<file path="src/rtl/rv32e_mem_arbiter_pkg.sv">
// +--------------------------------------------------------------------------+
// | rv32e_mem_arbiter_pkg : shared types for the fetch/data memory arbiter   |
// | Rev 1.0                                                                  |
// +--------------------------------------------------------------------------+
`default_nettype none

package rv32e_mem_arbiter_pkg;

  typedef enum logic [3:0] {
    ST_IDLE   = 4'b0001,
    ST_GNT_IF = 4'b0010,
    ST_GNT_D  = 4'b0100,
    ST_RESP   = 4'b1000
  } state_e;

  typedef enum logic {
    GNT_IF = 1'b0,
    GNT_D  = 1'b1
  } grant_e;

  localparam logic [3:0] WSTRB_NONE = 4'b0000;

  // A tie goes to data unless round-robin is on and data won the previous grant.
  function automatic grant_e pick_grant(input logic   if_req,
                                        input logic   d_req,
                                        input logic   rr_en,
                                        input grant_e last);
    if (if_req && d_req) return (rr_en && last == GNT_D) ? GNT_IF : GNT_D;
    else if (d_req)      return GNT_D;
    else                 return GNT_IF;
  endfunction

endpackage

`default_nettype wire

</file>
<file path="src/rtl/rv32e_mem_arbiter_timeout.sv">
// +--------------------------------------------------------------------------+
// | rv32e_mem_arbiter_timeout : counts un-acked grant cycles, flags expiry   |
// | Rev 1.0                                                                  |
// +--------------------------------------------------------------------------+
`default_nettype none

module rv32e_mem_arbiter_timeout #(
  parameter int unsigned TIMEOUT = 255
) (
  input  logic clk,
  input  logic reset,
  input  logic clear_i,
  input  logic enable_i,
  output logic expired_o
);

  localparam int unsigned CW = (TIMEOUT < 2) ? 1 : $clog2(TIMEOUT);
  localparam logic [CW-1:0] c_last_cnt = CW'(TIMEOUT - 1);

  logic [CW-1:0] cnt_q, cnt_d;

  // Expiry fires on the TIMEOUT-th waiting cycle, so the grant lasts exactly TIMEOUT cycles.
  assign expired_o = (TIMEOUT != 0) && enable_i && (cnt_q == c_last_cnt);

  always_comb begin
    cnt_d = cnt_q;
    if (clear_i)                      cnt_d = '0;
    else if (enable_i && !expired_o)  cnt_d = cnt_q + 1'b1;
  end

  always_ff @(posedge clk) begin
    if (!reset) cnt_q <= '0;
    else        cnt_q <= cnt_d;
  end

endmodule

`default_nettype wire

</file>
<file path="src/rtl/rv32e_mem_arbiter.sv">
// +--------------------------------------------------------------------------+
// | rv32e_mem_arbiter : shares one memory port between fetch and data ports  |
// | Option macro: ARB_ROUND_ROBIN_EN (alternate on ties). Rev 1.0            |
// +--------------------------------------------------------------------------+
`default_nettype none

module rv32e_mem_arbiter
  import rv32e_mem_arbiter_pkg::*;
#(
  parameter int unsigned AW      = 32,
  parameter int unsigned DW      = 32,
  parameter int unsigned TIMEOUT = 255
) (
  input  logic          clk,
  input  logic          reset,
  input  logic          if_req_i,
  input  logic [AW-1:0] if_addr_i,
  output logic          if_ready_o,
  output logic [DW-1:0] if_rdata_o,
  input  logic          d_req_i,
  input  logic          d_we_i,
  input  logic [AW-1:0] d_addr_i,
  input  logic [DW-1:0] d_wdata_i,
  input  logic [3:0]    d_wstrb_i,
  output logic          d_ready_o,
  output logic [DW-1:0] d_rdata_o,
  output logic          bus_err_o,
  output logic          mem_req_o,
  output logic          mem_we_o,
  output logic [AW-1:0] mem_addr_o,
  output logic [DW-1:0] mem_wdata_o,
  output logic [3:0]    mem_wstrb_o,
  input  logic          mem_ack_i,
  input  logic [DW-1:0] mem_rdata_i
);

`ifdef ARB_ROUND_ROBIN_EN
  localparam logic c_rr_en = 1'b1;
`else
  localparam logic c_rr_en = 1'b0;
`endif

  state_e        state_q, state_d;
  grant_e        gnt_q, gnt_d;
  logic          mem_we_q, mem_we_d;
  logic [AW-1:0] mem_addr_q, mem_addr_d;
  logic [DW-1:0] mem_wdata_q, mem_wdata_d;
  logic [3:0]    mem_wstrb_q, mem_wstrb_d;
  logic [DW-1:0] if_rdata_q, if_rdata_d;
  logic [DW-1:0] d_rdata_q, d_rdata_d;
  logic          bus_err_q, bus_err_d;
  logic          in_gnt;
  logic          expired;

  assign in_gnt = (state_q == ST_GNT_IF) || (state_q == ST_GNT_D);

  rv32e_mem_arbiter_timeout #(
    .TIMEOUT (TIMEOUT)
  ) u_timeout (
    .clk       (clk),
    .reset     (reset),
    .clear_i   (!in_gnt),
    .enable_i  (in_gnt && !mem_ack_i),
    .expired_o (expired)
  );

  always_comb begin
    state_d     = state_q;
    gnt_d       = gnt_q;
    mem_we_d    = mem_we_q;
    mem_addr_d  = mem_addr_q;
    mem_wdata_d = mem_wdata_q;
    mem_wstrb_d = mem_wstrb_q;
    if_rdata_d  = if_rdata_q;
    d_rdata_d   = d_rdata_q;
    bus_err_d   = bus_err_q;
    case (state_q)
      ST_IDLE: begin
        bus_err_d = 1'b0;
        if (if_req_i || d_req_i) begin
          // gnt_q doubles as the last-grant flop for round-robin ties.
          gnt_d = pick_grant(if_req_i, d_req_i, c_rr_en, gnt_q);
          if (gnt_d == GNT_D) begin
            state_d     = ST_GNT_D;
            mem_we_d    = d_we_i;
            mem_addr_d  = d_addr_i;
            mem_wdata_d = d_wdata_i;
            mem_wstrb_d = d_we_i ? d_wstrb_i : WSTRB_NONE;
          end else begin
            state_d     = ST_GNT_IF;
            mem_we_d    = 1'b0;
            mem_addr_d  = if_addr_i;
            mem_wstrb_d = WSTRB_NONE;
          end
        end
      end
      ST_GNT_IF, ST_GNT_D: begin
        if (mem_ack_i) begin
          state_d = ST_RESP;
          if (state_q == ST_GNT_D) d_rdata_d  = mem_rdata_i;
          else                     if_rdata_d = mem_rdata_i;
        end else if (expired) begin
          state_d   = ST_RESP;
          bus_err_d = 1'b1;
          if (state_q == ST_GNT_D) d_rdata_d  = '0;
          else                     if_rdata_d = '0;
        end
      end
      ST_RESP: begin
        state_d   = ST_IDLE;
        bus_err_d = 1'b0;
      end
      default: state_d = ST_IDLE;
    endcase
  end

  always_ff @(posedge clk) begin
    if (!reset) begin
      state_q     <= ST_IDLE;
      gnt_q       <= GNT_IF;
      mem_we_q    <= 1'b0;
      mem_addr_q  <= '0;
      mem_wdata_q <= '0;
      mem_wstrb_q <= WSTRB_NONE;
      if_rdata_q  <= '0;
      d_rdata_q   <= '0;
      bus_err_q   <= 1'b0;
    end else begin
      state_q     <= state_d;
      gnt_q       <= gnt_d;
      mem_we_q    <= mem_we_d;
      mem_addr_q  <= mem_addr_d;
      mem_wdata_q <= mem_wdata_d;
      mem_wstrb_q <= mem_wstrb_d;
      if_rdata_q  <= if_rdata_d;
      d_rdata_q   <= d_rdata_d;
      bus_err_q   <= bus_err_d;
    end
  end

  assign mem_req_o   = in_gnt;
  assign mem_we_o    = mem_we_q;
  assign mem_addr_o  = mem_addr_q;
  assign mem_wdata_o = mem_wdata_q;
  assign mem_wstrb_o = mem_wstrb_q;
  assign if_ready_o  = (state_q == ST_RESP) && (gnt_q == GNT_IF);
  assign d_ready_o   = (state_q == ST_RESP) && (gnt_q == GNT_D);
  assign bus_err_o   = bus_err_q;
  assign if_rdata_o  = if_rdata_q;
  assign d_rdata_o   = d_rdata_q;

endmodule

`default_nettype wire

</file>
<file path="config.mk">
export PLATFORM = sky130hd
export DESIGN_NAME = rv32e_mem_arbiter
export DESIGN_NICKNAME = d
export VERILOG_FILES = /design/src/rtl/rv32e_mem_arbiter_pkg.sv /design/src/rtl/rv32e_mem_arbiter_timeout.sv /design/src/rtl/rv32e_mem_arbiter.sv
export SDC_FILE = /design/constraint.sdc
export NUM_CORES = 1
export LEC_CHECK = 0
export ABC_CLOCK_PERIOD_IN_PS = 3200
export CORE_MARGIN = 5
export CORE_UTILIZATION = 43
export CTS_CLUSTER_DIAMETER = 30
export DETAILED_ROUTE_END_ITERATION = 7
export GPL_TIMING_DRIVEN = 1
export PLACE_DENSITY = 0.86
export SETUP_SLACK_MARGIN = 0.05
export SLEW_MARGIN = 20
export SYNTH_ARGS = -nofsm -noshare
export SYNTH_HDL_FRONTEND = slang
export SYNTH_SLANG_ARGS = --single-unit
</file>
<file path="constraint.sdc">
create_clock -name clk -period 3.2 [get_ports clk]
set_clock_uncertainty 0.15 [all_clocks]
set_input_delay 0.48 -clock clk [delete_from_list [all_inputs] [get_ports clk]]
set_output_delay 0.48 -clock clk [all_outputs]
set_load 0.01 [all_outputs]
</file>
==> results of run 1 <==
[registers in the layout (all words and copies together) (netlist names)]
name,cells
d_rdata_o,32
if_rdata_o,32
mem_addr_o,32
mem_wdata_o,32
u_timeout.cnt_q,8
mem_wstrb_o,4
state_q,4
bus_err_o,1
gnt_q,1
mem_we_o,1
[worst max-delay path by stage]
| stage | to | slack, ps |
|---|---|---|
| 6_report | mem_req_o | 450 |
| 3_5_place_dp | d_rdata_o[8] | 690 |
| 2_1_floorplan | mem_addr_o[10] | 1440 |
| 5_1_grt | mem_req_o | 380 |
| 3_3_place_gp | if_rdata_o[22] | 770 |
| 4_1_cts | mem_req_o | 450 |
[synth_stat cells (all sizes together), types with 2 or more instances]
master	count
a32oi	4
clkbuf	33
nor2	45
nand3	6
a32o	64
and3	2
buf	15
ha	2
dfxtp	147
nand2	68
nor4b	3
and2	2
xor2	2
o311ai	2
nand4b	3
a21oi	43
mux2i	32
nand4	2
and4	2
a211oi	34
o21ai	4
o41ai	3
inv	6
[where the power goes]
part	leakage, nW	switching, mW	internal (mW)
Clock	0.302	0.780	1.32
Combinational	1.76	0.384	0.457
Sequential	1.20	0.0733	1.95
Total	3.26	1.24	3.72
[logic make-up (layout without fill, tap and decap cells)]
family                     Yosys count  in the layout
DFF                                147            147
AOI/OAI and AO/OA                  159            159
muxes                               32             32
adders and majority gates            2              2
buffers and inverters               54            323
xor gates and xnor gates             2              2
and+or+nand+nor                    140            140
[critical path: stages, from the launching register on]
cell and delay, ps:
dfxtp_1 510, xor2_1 420, and2_1 210, clkdlybuf4s50_1 570
[per-layer routing]
layer / global-route usage (%) / share of wire (%)
met4: 8.89 / 3.2
met3: 6.64 / 7.9
met2: 40.0 / 53
met1: 23.9 / 36
met5: 0 / 0
[layout make-up]
cell class	instances	area (um2)
Timing Repair Buffer	285	2850
Multi-Input combinational cell	335	2290
Clock inverter	14	201
Tap cell	172	215
Inverter	6	22.5
Sequential cell	147	2940
Fill cell	872	3520
Clock buffer	18	429
==> reports/qor.yml, run 1 <==
run_status:
  status: "finished, final reports clean"
die:
  die_x_um: 122
  io_pins: 275
  fp.coreArea_mm2: 0.0125
  die_y_um: 122
  start_util_pct: 43.5
  rows: 41
  die_area_mm2: 0.0149
sta:
  hold_ws_ps: 289
  final.min_clock_period_ps: 2750
  period_share_pct: 85.8
  rsz0062_at_grt: "false"
  setup-violations-final: 0
  worstMarginPinSlew_ps: 767
  worst_slack_ps: 454
  hold_viol: 0
  drv_slew: 0
  relSlewSlack_pct: 48.8
  setup_tns_ps: 0
  fmaxAchievable_mhz: 364
hold_path:
  hold_depth: 3
  hold_start: "d_req_i"
  hold_path_class: "in2reg"
  min_to: "state_q[1]"
setup_path:
  r2r-start: "state_q[0]"
  cp-start-kind: "register"
  crit_type: "reg2out"
  rr_endpoint: "mem_addr_o[20]"
  cp-end-kind: "output pin"
  r2r_setup_slack_ps: 770
  crit_start: "state_q[2]"
  worst_ep_arrival_time_ps: 2120
  crit_path_max_fanout: 7
  cp.required_ps: 2570
  ff2ff_path_depth: 5
layout:
  finalNonFillerCells: 977
  utilization_pct: 71.7
  n_antenna_cell: 0
  area_delta_synth_final_pct: 65.0
  nets: 932
  drive_gt1_share_pct: 6.83
  final_area_mm2: 0.00894
  mostFrequentLayoutCell: "clkdlybuf4s50_1"
  layout_common_cells: "273 x clkdlybuf4s50_1, 147 x dfxtp_1, 67 x nand2_1"
placed_design:
  dp.final_hpwl_um: 12500
  placed_area_mm2: 0.00831
  portBuffers: 274
  gp_congestion: 0.803
  dp.cells: 945
  dp_worst_setup_slack_ps: 693
logic_synthesis:
  synthFlopType: "dfxtp_1"
  synth-seq-area-share_pct: 54.3
  synth_top_area_cell: "dfxtp_1"
  synth_top_area_share_pct: 54.3
  synth_cells: 536
  avgSynthCellArea_um2: 10.1
  synthXorXnorAreaFrac_pct: 0.323
  ys_top_cells_by_area: "dfxtp_1 54%, a32o_1 12%, mux2i_1 5.9%"
  yosys_warnings: 0
  synth-adder-area-share_pct: 0.462
  yosys.area_share.simple_pct: 11.8
  ys_seq_elements: 147
  synthMuxAreaShare_pct: 5.91
  synth_cell_types: 38
  synth-compound-area-share_pct: 23.1
  async_reset_ff_share_pct: 0
  synth-edff-count: 0
  syn_nets: 676
  synth_area_mm2: 0.00542
  synth_top_family_by_area: "compound AO/OA/AOI/OAI gates"
routing:
  post_drt_wl_per_cell_um: 17.6
  vias_per_cell: 5.42
  drtPass1Iterations: 5
  dr.first_iter.drc_count: 432
  postRouteAntennaNets: 0
  remaining_drc_errors: 0
  num_vias: 5291
  drt-total-wl_um: 17200
global_route:
  antenna_found_initial: 0
  overflow: 0
  grt_pass1_wl_um: 26100
  grt_max_degree: 76
  grt_pass1_vias: 5253
  globalRouteTotalUtil_pct: 22.0
clock_network:
  clock-sinks: 147
  post_cts_resized: 0
  clk_latency_ps: 410
  cts_setup_buffers: 0
  cts_buffers: 17
  clockBufferDepth: 2
  cts_tree: "done"
  path_clk_slew_ps: 60
  clockRootBuffer: "clkbuf_16"
  cts_hold_buf: 0
  htreeDepth: 4
power:
  total_power_mw: 4.96
  p_leak_nw: 3.26
  power-per-cell-area_mw_per_mm2: 554
  peakVddDrop_v: 0.000318
flow_run:
  drv_cap: 0
Power figures use the tool's default switching activity.
==> run 2, diff against run 1 <==
--- a/config.mk
+++ b/config.mk
@@ -5,10 +5,9 @@
 export SDC_FILE = /design/constraint.sdc
 export NUM_CORES = 1
 export LEC_CHECK = 0
-export ABC_CLOCK_PERIOD_IN_PS = 3200
+export CORE_ASPECT_RATIO = 0.8
 export CORE_MARGIN = 5
 export CORE_UTILIZATION = 43
-export CTS_CLUSTER_DIAMETER = 30
 export DETAILED_ROUTE_END_ITERATION = 7
 export GPL_TIMING_DRIVEN = 1
 export PLACE_DENSITY = 0.86
==> run 2 against run 1 <==
Against the previous run: count of clock-buffer cells in the layout increased by 9; largest cell class unchanged; critical path depth unchanged; power decreased by 4.7%.
==> reports/qor.yml, run 2 (synthesized netlist as in run 1, its figures left out) <==
routing:
  drt-total-wl_um: 17900  # +3.8%
  postRouteAntennaNets: 0  # unchanged
  post_drt_wl_per_cell_um: 18.3  # +3.9%
  remaining_drc_errors: 0  # unchanged
  drtPass1Iterations: 5  # unchanged
  vias_per_cell: 5.40  # -0.22%
  dr.first_iter.drc_count: 405  # -6.3%
  num_vias: 5274  # -0.32%
clock_network:
  post_cts_resized: 0  # unchanged
  path_clk_slew_ps: 60  # about the same
  cts_setup_buffers: 0  # unchanged
  htreeDepth: 4  # unchanged
  cts_buffers: 17  # unchanged
  cts_hold_buf: 0  # unchanged
  clockRootBuffer: "clkbuf_16"
  clk_latency_ps: 410  # about the same
  cts_tree: "done"
  clockBufferDepth: 2  # unchanged
  clock-sinks: 147  # unchanged
layout:
  fillers: 890  # +2.1%
  mostFrequentLayoutCell: "clkdlybuf4s50_1"
  seq_area_mm2: 0.00294  # unchanged
  nets: 933  # +0.11%
  finalNonFillerCells: 976  # -0.10%
  multi_input_area_mm2: 0.00228  # -0.11%
  n_antenna_cell: 0  # unchanged
  layout_common_cells: "273 x clkdlybuf4s50_1, 147 x dfxtp_1, 68 x nand2_1"
  area_delta_synth_final_pct: 63.2
  drive_gt1_share_pct: 6.09  # -0.75 points
setup_path:
  crit_type: "reg2out"
  cp-end-kind: "output pin"
  cp.required_ps: 2570  # about the same
  worst_ep_arrival_time_ps: 2080  # -40 ps
  cp-start-kind: "register"
  crit_path_max_fanout: 7  # unchanged
power:
  power-per-cell-area_mw_per_mm2: 534  # -3.6%
  p_leak_nw: 3.22  # -1.2%
  peakVddDrop_v: 0.000404  # +27%
sta:
  setup_tns_ps: 0  # unchanged
  drv_slew: 0  # unchanged
  period_share_pct: 84.8  # -1.0 points
  worstMarginPinSlew_ps: 839  # +71.7 ps
  final.min_clock_period_ps: 2710  # -32.2 ps
  rsz0062_at_grt: "false"
  hold_viol: 0  # unchanged
  relSlewSlack_pct: 43.5  # -5.4 points
  hold_ws_ps: 304  # +14.5 ps
  setup-violations-final: 0  # unchanged
  fmaxAchievable_mhz: 369  # +1.2%
hold_path:
  hold_path_class: "reg2reg"
global_route:
  antenna_found_initial: 0  # unchanged
  grt_max_degree: 70  # -7.9%
  grt_pass1_wl_um: 27700  # +6.0%
  grt_pass1_vias: 5244  # -0.17%
  globalRouteTotalUtil_pct: 23.1  # +1.0 points
  overflow: 0  # unchanged
die:
  rows: 36  # -12%
  io_pins: 275  # unchanged
  die_x_um: 136  # +11%
  die_area_mm2: 0.0150  # about the same
  fp.coreArea_mm2: 0.0123  # -1.7%
  start_util_pct: 44.2  # +0.76 points
  die_y_um: 110  # -9.7%
placed_design:
  gp_congestion: 0.820  # +2.1%
  dp.final_hpwl_um: 13000  # +4.1%
  dp.cells: 945  # unchanged
  portBuffers: 274  # unchanged
run_status:
  status: "finished, final reports clean"
flow_run:
  drv_cap: 0  # unchanged
-- run 2: changes by cell type in the layout (fill, tap and decap cells not counted), moves of 3 or more --
cell	change
buf_4	+3
bufinv_16	-3
clkbuf_1	+5
clkbuf_8	+4
clkinv_4	-3
inv_6	-4
-- run 2: final timing paths --
check	end	slack (ps)	startpoint	depth (start not counted)
worst max register to register	mem_addr_o[26]	750	state_q[0]	5
worst max-delay path	if_ready_o	490	state_q[2]	3
worst min-delay path	mem_wdata_o[9]	300	mem_wdata_o[9]	2
worst min register to register	mem_wdata_o[9]	300	mem_wdata_o[9]	2
-- run 2: per-layer routing --
layer  vias up  routed length, um  GRT usage (%)
met5         -                  0              0
met4         0                463           9.34
met3        32               1320           6.82
met2       222               9210           40.6
met1      2503               6880           25.9
li1       2517                  -              -
-- run 2: cell type report --
cell class | count | area share (%)
clock inverters | 4 | 0.538
well taps | 171 | 2.42
inverters | 6 | 0.255
clock buffers | 27 | 5.69
multi-input cells | 335 | 25.8
flip-flops and latches | 147 | 33.3
repair buffers | 286 | 32.0
-- run 2: per-stage QoR --
step	utilization [%]	worst slack [ps]	power, mW	area [um2]
after CTS	72.2	460	4.75	8840
after global placement	67.7	951	2.87	8290
after floorplan	-	1440	2.42	5420
after global routing	72.2	324	4.91	8840
final	72.2	486	4.72	8840
after detailed placement	67.7	780	2.90	8290
-- run 2: critical path, stage by stage, from the launching register on --
cell and delay [ps]:
dfxtp_1 400, nor2_1 210, nor4bb_1 410, clkdlybuf4s50_1 650
-- run 2: power breakdown --
part           internal (mW)  total, mW  switching, mW
Clock                   1.15       1.86          0.709
Sequential              1.95       2.02         0.0708
Combinational          0.455      0.850          0.395
Total                   3.55       4.72           1.18
